===== src/rtl/parallel_to_serial_shift_register_pkg.sv =====
// Shared definitions for the parallel-to-serial transmitter: FSM states and
// the bit-count width helper.
package parallel_to_serial_shift_register_pkg;

  typedef enum logic {
    ST_IDLE  = 1'b0,
    ST_SHIFT = 1'b1
  } state_e;

  // Width of a counter that must index bits 0..width-1.
  function automatic int unsigned cnt_width(input int unsigned width);
    return (width <= 2) ? 1 : $clog2(width);
  endfunction

endpackage


===== src/rtl/parallel_to_serial_shift_register_shift_bit_counter.sv =====
// Bit position counter for one serial frame: tracks which bit is on the line
// and flags the first and last positions.
module shift_bit_counter
  import parallel_to_serial_shift_register_pkg::*;
#(
  parameter int unsigned WIDTH = 8,
  parameter int unsigned CW    = cnt_width(WIDTH)
) (
  input  logic clk_i,
  input  logic rst_ni,
  input  logic clear_i,
  input  logic advance_i,
  output logic is_first_o,
  output logic is_last_o
);

  localparam logic [CW-1:0] LAST = CW'(WIDTH - 1);

  logic [CW-1:0] count_q;
  logic [CW-1:0] count_d;

  always_comb begin
    count_d = count_q;
    if (clear_i) begin
      count_d = '0;
    end else if (advance_i && (count_q != LAST)) begin
      // Saturates at the last position so the count never exceeds WIDTH-1.
      count_d = count_q + 1'b1;
    end
  end

  always_ff @(posedge clk_i or negedge rst_ni) begin
    if (!rst_ni) begin
      count_q <= '0;
    end else begin
      count_q <= count_d;
    end
  end

  assign is_first_o = (count_q == '0);
  assign is_last_o  = (count_q == LAST);

endmodule


===== src/rtl/parallel_to_serial_shift_register.sv =====
// Parallel-to-serial transmitter with valid/ready load and a one-word holding
// buffer so consecutive frames are emitted without an idle bit between them.
module parallel_to_serial_shift_register
  import parallel_to_serial_shift_register_pkg::*;
#(
  parameter int unsigned WIDTH     = 8,
  parameter bit          MSB_FIRST = 1'b1
) (
  input  logic             clk,
  input  logic             reset_n,
  input  logic             enable,
  input  logic [WIDTH-1:0] data_in,
  input  logic             load_valid,
  output logic             load_ready,
  output logic             out,
  output logic             out_valid,
  output logic             frame_start,
  output logic             frame_last
);

  state_e             state_q, state_d;
  logic [WIDTH-1:0]   shreg_q, shreg_d;
  logic [WIDTH-1:0]   buf_q, buf_d;
  logic               buf_full_q, buf_full_d;

  logic               accept;
  logic               cnt_clear;
  logic               cnt_advance;
  logic               is_first;
  logic               is_last;
  logic               shifting;
  logic [WIDTH-1:0]   shifted;

  shift_bit_counter #(
    .WIDTH (WIDTH)
  ) u_counter (
    .clk_i      (clk),
    .rst_ni     (reset_n),
    .clear_i    (cnt_clear),
    .advance_i  (cnt_advance),
    .is_first_o (is_first),
    .is_last_o  (is_last)
  );

  assign load_ready = !buf_full_q;
  assign accept     = load_valid && load_ready;
  assign shifting   = (state_q == ST_SHIFT);

  generate
    if (MSB_FIRST) begin : g_msb
      assign shifted = {shreg_q[WIDTH-2:0], 1'b0};
      assign out     = shifting && shreg_q[WIDTH-1];
    end else begin : g_lsb
      assign shifted = {1'b0, shreg_q[WIDTH-1:1]};
      assign out     = shifting && shreg_q[0];
    end
  endgenerate

  assign out_valid   = shifting;
  assign frame_start = shifting && is_first;
  assign frame_last  = shifting && is_last;

  always_comb begin
    state_d     = state_q;
    shreg_d     = shreg_q;
    buf_d       = buf_q;
    buf_full_d  = buf_full_q;
    cnt_clear   = 1'b0;
    cnt_advance = 1'b0;

    unique case (state_q)
      ST_IDLE: begin
        if (accept) begin
          state_d   = ST_SHIFT;
          shreg_d   = data_in;
          cnt_clear = 1'b1;
        end
      end

      ST_SHIFT: begin
        if (enable && !is_last) begin
          shreg_d     = shifted;
          cnt_advance = 1'b1;
        end else if (enable) begin
          // Frame end: buffered word first, else bypass a same-cycle accept.
          if (buf_full_q) begin
            shreg_d    = buf_q;
            buf_full_d = 1'b0;
            cnt_clear  = 1'b1;
          end else if (accept) begin
            shreg_d   = data_in;
            cnt_clear = 1'b1;
          end else begin
            state_d   = ST_IDLE;
            shreg_d   = '0;
            cnt_clear = 1'b1;
          end
        end

        if (accept && !(enable && is_last)) begin
          buf_d      = data_in;
          buf_full_d = 1'b1;
        end
      end

      default: state_d = ST_IDLE;
    endcase
  end

  always_ff @(posedge clk or negedge reset_n) begin
    if (!reset_n) begin
      state_q    <= ST_IDLE;
      shreg_q    <= '0;
      buf_q      <= '0;
      buf_full_q <= 1'b0;
    end else begin
      state_q    <= state_d;
      shreg_q    <= shreg_d;
      buf_q      <= buf_d;
      buf_full_q <= buf_full_d;
    end
  end

endmodule


===== config.mk =====
export PLATFORM = sky130hd
export DESIGN_NAME = parallel_to_serial_shift_register
export DESIGN_NICKNAME = d
export VERILOG_FILES = /design/src/rtl/parallel_to_serial_shift_register_pkg.sv /design/src/rtl/parallel_to_serial_shift_register_shift_bit_counter.sv /design/src/rtl/parallel_to_serial_shift_register.sv
export SDC_FILE = /design/constraint.sdc
export NUM_CORES = 1
export LEC_CHECK = 0
export CELL_PAD_IN_SITES_DETAIL_PLACEMENT = 2
export CELL_PAD_IN_SITES_GLOBAL_PLACEMENT = 2
export CORE_MARGIN = 3
export CORE_UTILIZATION = 37
export DETAILED_ROUTE_END_ITERATION = 10
export PLACE_DENSITY = 0.85
export RECOVER_POWER = 100
export SYNTH_ARGS = -nofsm -noshare
export SYNTH_HDL_FRONTEND = slang
export SYNTH_SLANG_ARGS = --single-unit
export TNS_END_PERCENT = 50

===== constraint.sdc =====
create_clock -name clk -period 3.16 [get_ports clk]
set_input_delay 0.316 -clock clk [delete_from_list [all_inputs] [get_ports clk]]
set_output_delay 0.316 -clock clk [all_outputs]
set_load 0.1 [all_outputs]

==> reports/qor.yml, run 1 <==
clock_network:
  cts.clk_slew.worst_paths_ns: 0.12
  post_cts_buffers: 0
  cts_tree: "done"
  root_buffer: "clkbuf_4"
  worstSkewPairLatency_ns: 0.33
  clock-sinks: 21
  holdBufCountCts: 0
  ctsResizeCount: 0
  numCtsBuffers: 3
  h-tree-depth: 1
  clockBufferDepth: 2
sta:
  hold_viol: 0
  setup-violations-final: 0
  period_share: 0.834
  final_max_slew_viol_count: 0
  tns_ns: 0
  fin_ws_ns: 0.524
  fin_crit_ns: 2.64
  rsz0062_at_grt: "no"
  tightest_slew_ns: 1.18
  maxSlewHeadroom: 0.218
  fin_worst_skew_ns: 0.0166
  clock.fmax_mhz: 379
yosys:
  async_reset_ff_frac: 1.00
  ys.warnings.count: 0
  synth_common_cells: "21 x dfrtp_1, 9 x and2_1, 8 x a2bb2oi_1, 8 x mux2_2, 8 x o21ai_1"
  ys_seq_area_frac: 0.428
  synth_nets: 131
  ys_top_cells_by_area: "dfrtp_1 43%, mux2_2 7.3%, a2bb2oi_1 5.7%"
  yosys.area.top_type: "dfrtp_1"
  synth_area_per_cell_sq_um: 10.6
  synth_edf_count: 0
  syn_inst: 116
  ys.flop_type: "dfrtp_1"
  syn_area_sq_um: 1230
  synth.most_common_cell: "dfrtp_1"
  netlist.area_leader.share: 0.428
  ys_ff_latch: 21
  yosys.cell_types.count: 29
floorplanning:
  design.die.area_sq_um: 4050
  std_cell_rows: 20
  fp.dieW_microns: 63.6
  chipHeight_microns: 63.6
  core_region_area_sq_um: 3100
  start_util: 0.396
  io_pins: 17
route:
  drt-vias-per-instance: 5.65
  first_pass_iters: 3
  postRouteWirelength_microns: 3300
  dr.first_iter.drc_count: 41
  route.detailed.drc: 0
  drtAntennaViolNets: 0
  wl_per_cell_microns: 19.5
  vias: 955
finish:
  seqCellArea_sq_um: 526
  multiInputGateArea_sq_um: 607
  finalInstanceArea_sq_um: 1360
  synthToLayoutAreaGrowth_pct: 10.6
  layout.nets: 141
  diodes: 0
  fillers: 364
  post_route_cells_drive_above_1_share: 0.176
grt:
  grt_pass1_vias: 1115
  grt_pass1_wl_microns: 5770
  grt_max_degree: 22
  globalRouteTotalUtil: 0.187
  overflow: 0
  antenna_found_initial: 0
placed_design:
  place_ws_ns: 0.779
  post_dp_cell_area_sq_um: 1350
  port_buffers: 16
  gp_congestion: 0.774
  dp_hpwl_microns: 2360
power:
  p_switching_w: 0.000517
  p_leak_nw: 0.590
  p_seq_frac: 0.415
  p_comb_frac: 0.463
  clockPowerShare: 0.123
  swShare: 0.446
  p_per_area_nw_per_um2: 854
  p_total_w: 0.00116
  internal-power_w: 0.000643
  peakVddDrop_mv: 0.295
critical_path:
  critPathSlowestCell: "clkbuf_1"
  path_cells: "ha_1, ha_1, and2_1, clkbuf_1"
  cp_common_cell: "ha_1"
  cp_max_fo: 11
  crit_type: "reg2out"
  end_kind: "output pin"
  arrival_ns: 2.32
  critical-path-max-stage-delay_ns: 0.86
  crit_path_start_kind: "register"
  cp_top_family: "buffers and inverters"
  cp.required_ns: 2.84
  critPathBufInv: 1
outcome:
  status: "finished, final reports clean"
job:
  max_cap_violations: 0
min_path:
  hold_path_class: "reg2reg"
## final cells by class
| cell class | instances | area share |
|---|---|---|
| Tap cell | 44 | 0.0405 |
| Inverter | 4 | 0.0110 |
| Sequential cell | 21 | 0.387 |
| Clock inverter | 1 | 0.00368 |
| Multi-Input combinational cell | 80 | 0.447 |
| Clock buffer | 3 | 0.0166 |
| Timing Repair Buffer | 16 | 0.0948 |
## cells by family after synthesis
| family | count (synthesis) | synth area share |
|---|---|---|
| compound gates | 29 | 0.171 |
| fa+ha+maj | 3 | 0.0306 |
| buf+inv | 15 | 0.0784 |
| flops | 21 | 0.428 |
| mux | 8 | 0.0733 |
| simple gates | 40 | 0.219 |
## state kept, by name, indices dropped and copies added (netlist names)
name,count
buf_q,8
out_valid,1
shreg_q,8
buf_full_q,1
u_counter.count_q,3
## cell usage in the layout, fill, tap and decap left out, drive strengths merged, types with 2 or more instances in the layout
master	synthesis	final
and2	9	9
o311ai	7	7
mux2	8	8
and3b	7	7
nor2	2	2
or3b	8	8
clkbuf	3	8
nand2	7	7
dfrtp	21	21
ha	3	3
a2bb2oi	8	8
inv	4	4
nand3	4	4
o21ai	10	10
clkdlybuf4s50	0	10
## power groups by stage
stage	Sequential [W]	Clock [W]	Combinational, W
2_1_floorplan	0.000457	0	0.000454
3_3_place_gp	0.000473	0	0.000526
3_5_place_dp	0.000486	0	0.000565
4_1_cts	0.000481	0.000152	0.000566
5_1_grt	0.000503	0.000162	0.000593
6_report	0.000481	0.000142	0.000537
## routing by layer
metal	vias up	global-route usage	share of wire	wire (microns)
met4	0	0.0485	0.0097	32
li1	437	-	-	-
met1	502	0.224	0.44	1460
met3	3	0.0428	0.026	87
met2	13	0.332	0.52	1720
met5	-	0	0	0
## metrics by stage
stage / hold slack (ns) / utilization / instances
floorplan: 0.0204 / - / 116
finish: 0.513 / 0.438 / 169
CTS: 0.518 / 0.444 / 169
global route: 0.541 / 0.438 / 169
detailed placement: 0.489 / 0.435 / 165
global placement: 0.483 / 0.435 / 165
## path summary, 6_finish.rpt
check / startpoint / endpoint / slack [ns] / cells past startpoint
max: u_counter.count_q[0]$_DFFE_PN0P_ / frame_last / 0.52 / 4
min: buf_q[5]$_DFFE_PN0P_ / buf_q[5]$_DFFE_PN0P_ / 0.51 / 1
max reg2reg: u_counter.count_q[0]$_DFFE_PN0P_ / shreg_q[2]$_DFFE_PN0P_ / 0.94 / 5
min reg2reg: buf_q[5]$_DFFE_PN0P_ / buf_q[5]$_DFFE_PN0P_ / 0.51 / 1
max in group asynchronous: reset_n / buf_q[7]$_DFFE_PN0P_ / 1.96 / 1
min in group asynchronous: reset_n / buf_q[2]$_DFFE_PN0P_ / 0.58 / 1
Power figures use the tool's default switching activity.
==> inputs of run 2 (changes only) <==
--- a/config.mk
+++ b/config.mk
@@ -8,9 +8,9 @@
 export CELL_PAD_IN_SITES_DETAIL_PLACEMENT = 2
 export CELL_PAD_IN_SITES_GLOBAL_PLACEMENT = 2
 export CORE_MARGIN = 3
-export CORE_UTILIZATION = 37
+export CORE_UTILIZATION = 31
 export DETAILED_ROUTE_END_ITERATION = 10
-export PLACE_DENSITY = 0.85
+export PLACE_DENSITY = 0.76
 export RECOVER_POWER = 100
 export SYNTH_ARGS = -nofsm -noshare
 export SYNTH_HDL_FRONTEND = slang
==> constraint.sdc (replaced) <==
create_clock -name clk -period 2.4 [get_ports clk]
set_input_delay 0.24 -clock clk [delete_from_list [all_inputs] [get_ports clk]]
set_output_delay 0.24 -clock clk [all_outputs]
set_load 0.1 [all_outputs]
==> reports/qor.yml, run 2 (synthesis results as in run 1) <==
placed_design:
  post_dp_cell_area_sq_um: 1400  # was 1350 sq um
  port_buffers: 16  # unchanged
  gp_congestion: 0.727  # was 0.774
  dp_hpwl_microns: 2280  # was 2360 microns
finish:
  finalInstanceArea_sq_um: 1420  # was 1360 sq um
  layout.nets: 146  # was 141
  reg_top3: "buf_q: 8 flops, shreg_q: 8 flops, u_counter.count_q: 3 flops"  # unchanged
  mostFrequentLayoutCell: "dfrtp_1"  # unchanged
  post_route_cells_drive_above_1_share: 0.231  # was 0.176
  final_cell_mix: "21 x dfrtp_1, 10 x clkdlybuf4s50_1, 9 x and2_1"  # unchanged
  diodes: 0  # unchanged
  synthToLayoutAreaGrowth_pct: 15.9  # was 10.6%
critical_path:
  critPathSlowestCell: "dfrtp_1"  # was clkbuf_1
  crit_cells: 5  # was 4
  cp_top_family: "buffers and inverters"  # unchanged
  cp_max_fo: 10  # was 11
  end_kind: "output pin"  # unchanged
  regToRegSetupSlack_ns: 0.49  # was 0.94 ns
  cp.required_ns: 2.16  # was 2.84 ns
  crit_path_start_kind: "register"  # unchanged
  path_cells: "ha_1, ha_1, buf_4, and2_1, clkbuf_2"  # was ha_1, ha_1, and2_1, clkbuf_1
  arrival_ns: 1.78  # was 2.32 ns
  crit_type: "reg2out"  # unchanged
  reg2reg_depth: 7  # was 5
  critPathBufInv: 2  # was 1
  critical-path-max-stage-delay_ns: 0.42  # was 0.86 ns
  cp_common_cell: "ha_1"  # unchanged
power:
  clockPowerShare: 0.152  # was 0.123
  peakVddDrop_mv: 0.370  # was 0.295 mV
  p_leak_nw: 0.632  # was 0.590 nW
  internal-power_w: 0.000920  # was 0.000643 W
  p_seq_frac: 0.398  # was 0.415
  p_per_area_nw_per_um2: 1120  # was 854 nW/um^2
  p_switching_w: 0.000675  # was 0.000517 W
  p_comb_frac: 0.450  # was 0.463
  swShare: 0.423  # was 0.446
clock_network:
  ctsResizeCount: 0  # unchanged
  cts_tree: "done"  # unchanged
  clock-sinks: 21  # unchanged
  holdBufCountCts: 0  # unchanged
  cts.clk_slew.worst_paths_ns: 0.08  # was 0.12 ns
  clockBufferDepth: 2  # unchanged
  numCtsBuffers: 3  # unchanged
  post_cts_buffers: 0  # unchanged
  root_buffer: "clkbuf_8"  # was clkbuf_4
  worstSkewPairLatency_ns: 0.27  # was 0.33 ns
  h-tree-depth: 1  # unchanged
floorplanning:
  core_region_area_sq_um: 3740  # was 3100 sq um
  design.die.area_sq_um: 4750  # was 4050 sq um
  std_cell_rows: 22  # was 20
  start_util: 0.328  # was 0.396
  fp.dieW_microns: 69.0  # was 63.6 microns
  chipHeight_microns: 69.0  # was 63.6 microns
  io_pins: 17  # unchanged
grt:
  antenna_found_initial: 0  # unchanged
  overflow: 0  # unchanged
  globalRouteTotalUtil: 0.164  # was 0.187
  grt_pass1_wl_microns: 5600  # was 5770 microns
  grt_pass1_vias: 1079  # was 1115
  grt_max_degree: 22  # unchanged
route:
  first_pass_iters: 3  # unchanged
  dr.first_iter.drc_count: 44  # was 41
  postRouteWirelength_microns: 3300  # about the same
  wl_per_cell_microns: 18.5  # was 19.5 microns
  drt-vias-per-instance: 5.37  # was 5.65
  vias: 955  # unchanged
  drtAntennaViolNets: 0  # unchanged
  route.detailed.drc: 0  # unchanged
sta:
  setup-violations-final: 0  # unchanged
  clock.fmax_mhz: 496
  final_max_slew_viol_count: 0  # unchanged
  tightest_slew_ns: 1.17  # was 1.18 ns
  rsz0062_at_grt: "no"  # unchanged
  hold_slack_ns: 0.503  # was 0.513 ns
  fin_worst_skew_ns: 0.00624  # was 0.0166 ns
  maxSlewHeadroom: 0.218  # about the same
  period_share: 0.840
  fin_crit_ns: 2.02
  hold_viol: 0  # unchanged
min_path:
  hold_path_class: "reg2reg"  # unchanged
  min_path_cells: 1  # unchanged
outcome:
  status: "finished, final reports clean"  # unchanged
job:
  max_cap_violations: 0  # unchanged
## run 2: changes by cell type in the layout (fill, tap and decap cells not counted), sizes merged
cell    before  now
buf          0    3
clkbuf       8   10
## run 2: routing by layer
layer,part of all wire,GRT usage,vias up
met5,0,0,-
met4,0.015,0.0608,0
met3,0.033,0.0324,6
met2,0.48,0.264,18
met1,0.47,0.216,481
li1,-,-,450
## run 2: stage by stage
step / cells / util / setup TNS, ns / power (W) / worst slack, ns
5_1_grt: 178 / 0.380 / 0 / 0.00173 / 0.279
3_3_place_gp: 174 / 0.374 / 0 / 0.00135 / 0.470
6_report: 178 / 0.380 / 0 / 0.00159 / 0.384
3_5_place_dp: 174 / 0.374 / 0 / 0.00139 / 0.442
2_1_floorplan: 116 / - / -0.0224 / 0.00121 / -0.0123
4_1_cts: 178 / 0.386 / 0 / 0.00164 / 0.464
## run 2: final timing paths
| path | start | end |
|---|---|---|
| setup / recovery | u_counter.count_q[0]$_DFFE_PN0P_ | frame_last |
| hold / removal | buf_q[4]$_DFFE_PN0P_ | buf_q[4]$_DFFE_PN0P_ |
| setup reg to reg | u_counter.count_q[0]$_DFFE_PN0P_ | shreg_q[5]$_DFFE_PN0P_ |
| hold reg to reg | buf_q[4]$_DFFE_PN0P_ | buf_q[4]$_DFFE_PN0P_ |
| max in group asynchronous | reset_n | u_counter.count_q[1]$_DFFE_PN0P_ |
| min in group asynchronous | reset_n | out_valid$_DFF_PN0_ |
## run 2: final cells by class
class / instances / area [sq um]
timing repair buffer: 21 / 165
tap: 48 / 60.1
clock inverter: 1 / 5.00
multi-input combinational: 80 / 612
sequential: 21 / 526
clock buffer: 3 / 41.3
inverter: 4 / 15.0
fill: 430 / 2320
## run 2: power groups by stage
stage	Sequential (W)	Combinational (W)	Clock (W)
5_1_grt	0.000665	0.000795	0.000271
4_1_cts	0.000638	0.000752	0.000253
3_3_place_gp	0.000633	0.000713	0
2_1_floorplan	0.000605	0.000609	0
6_report	0.000634	0.000718	0.000243
3_5_place_dp	0.000642	0.000747	0
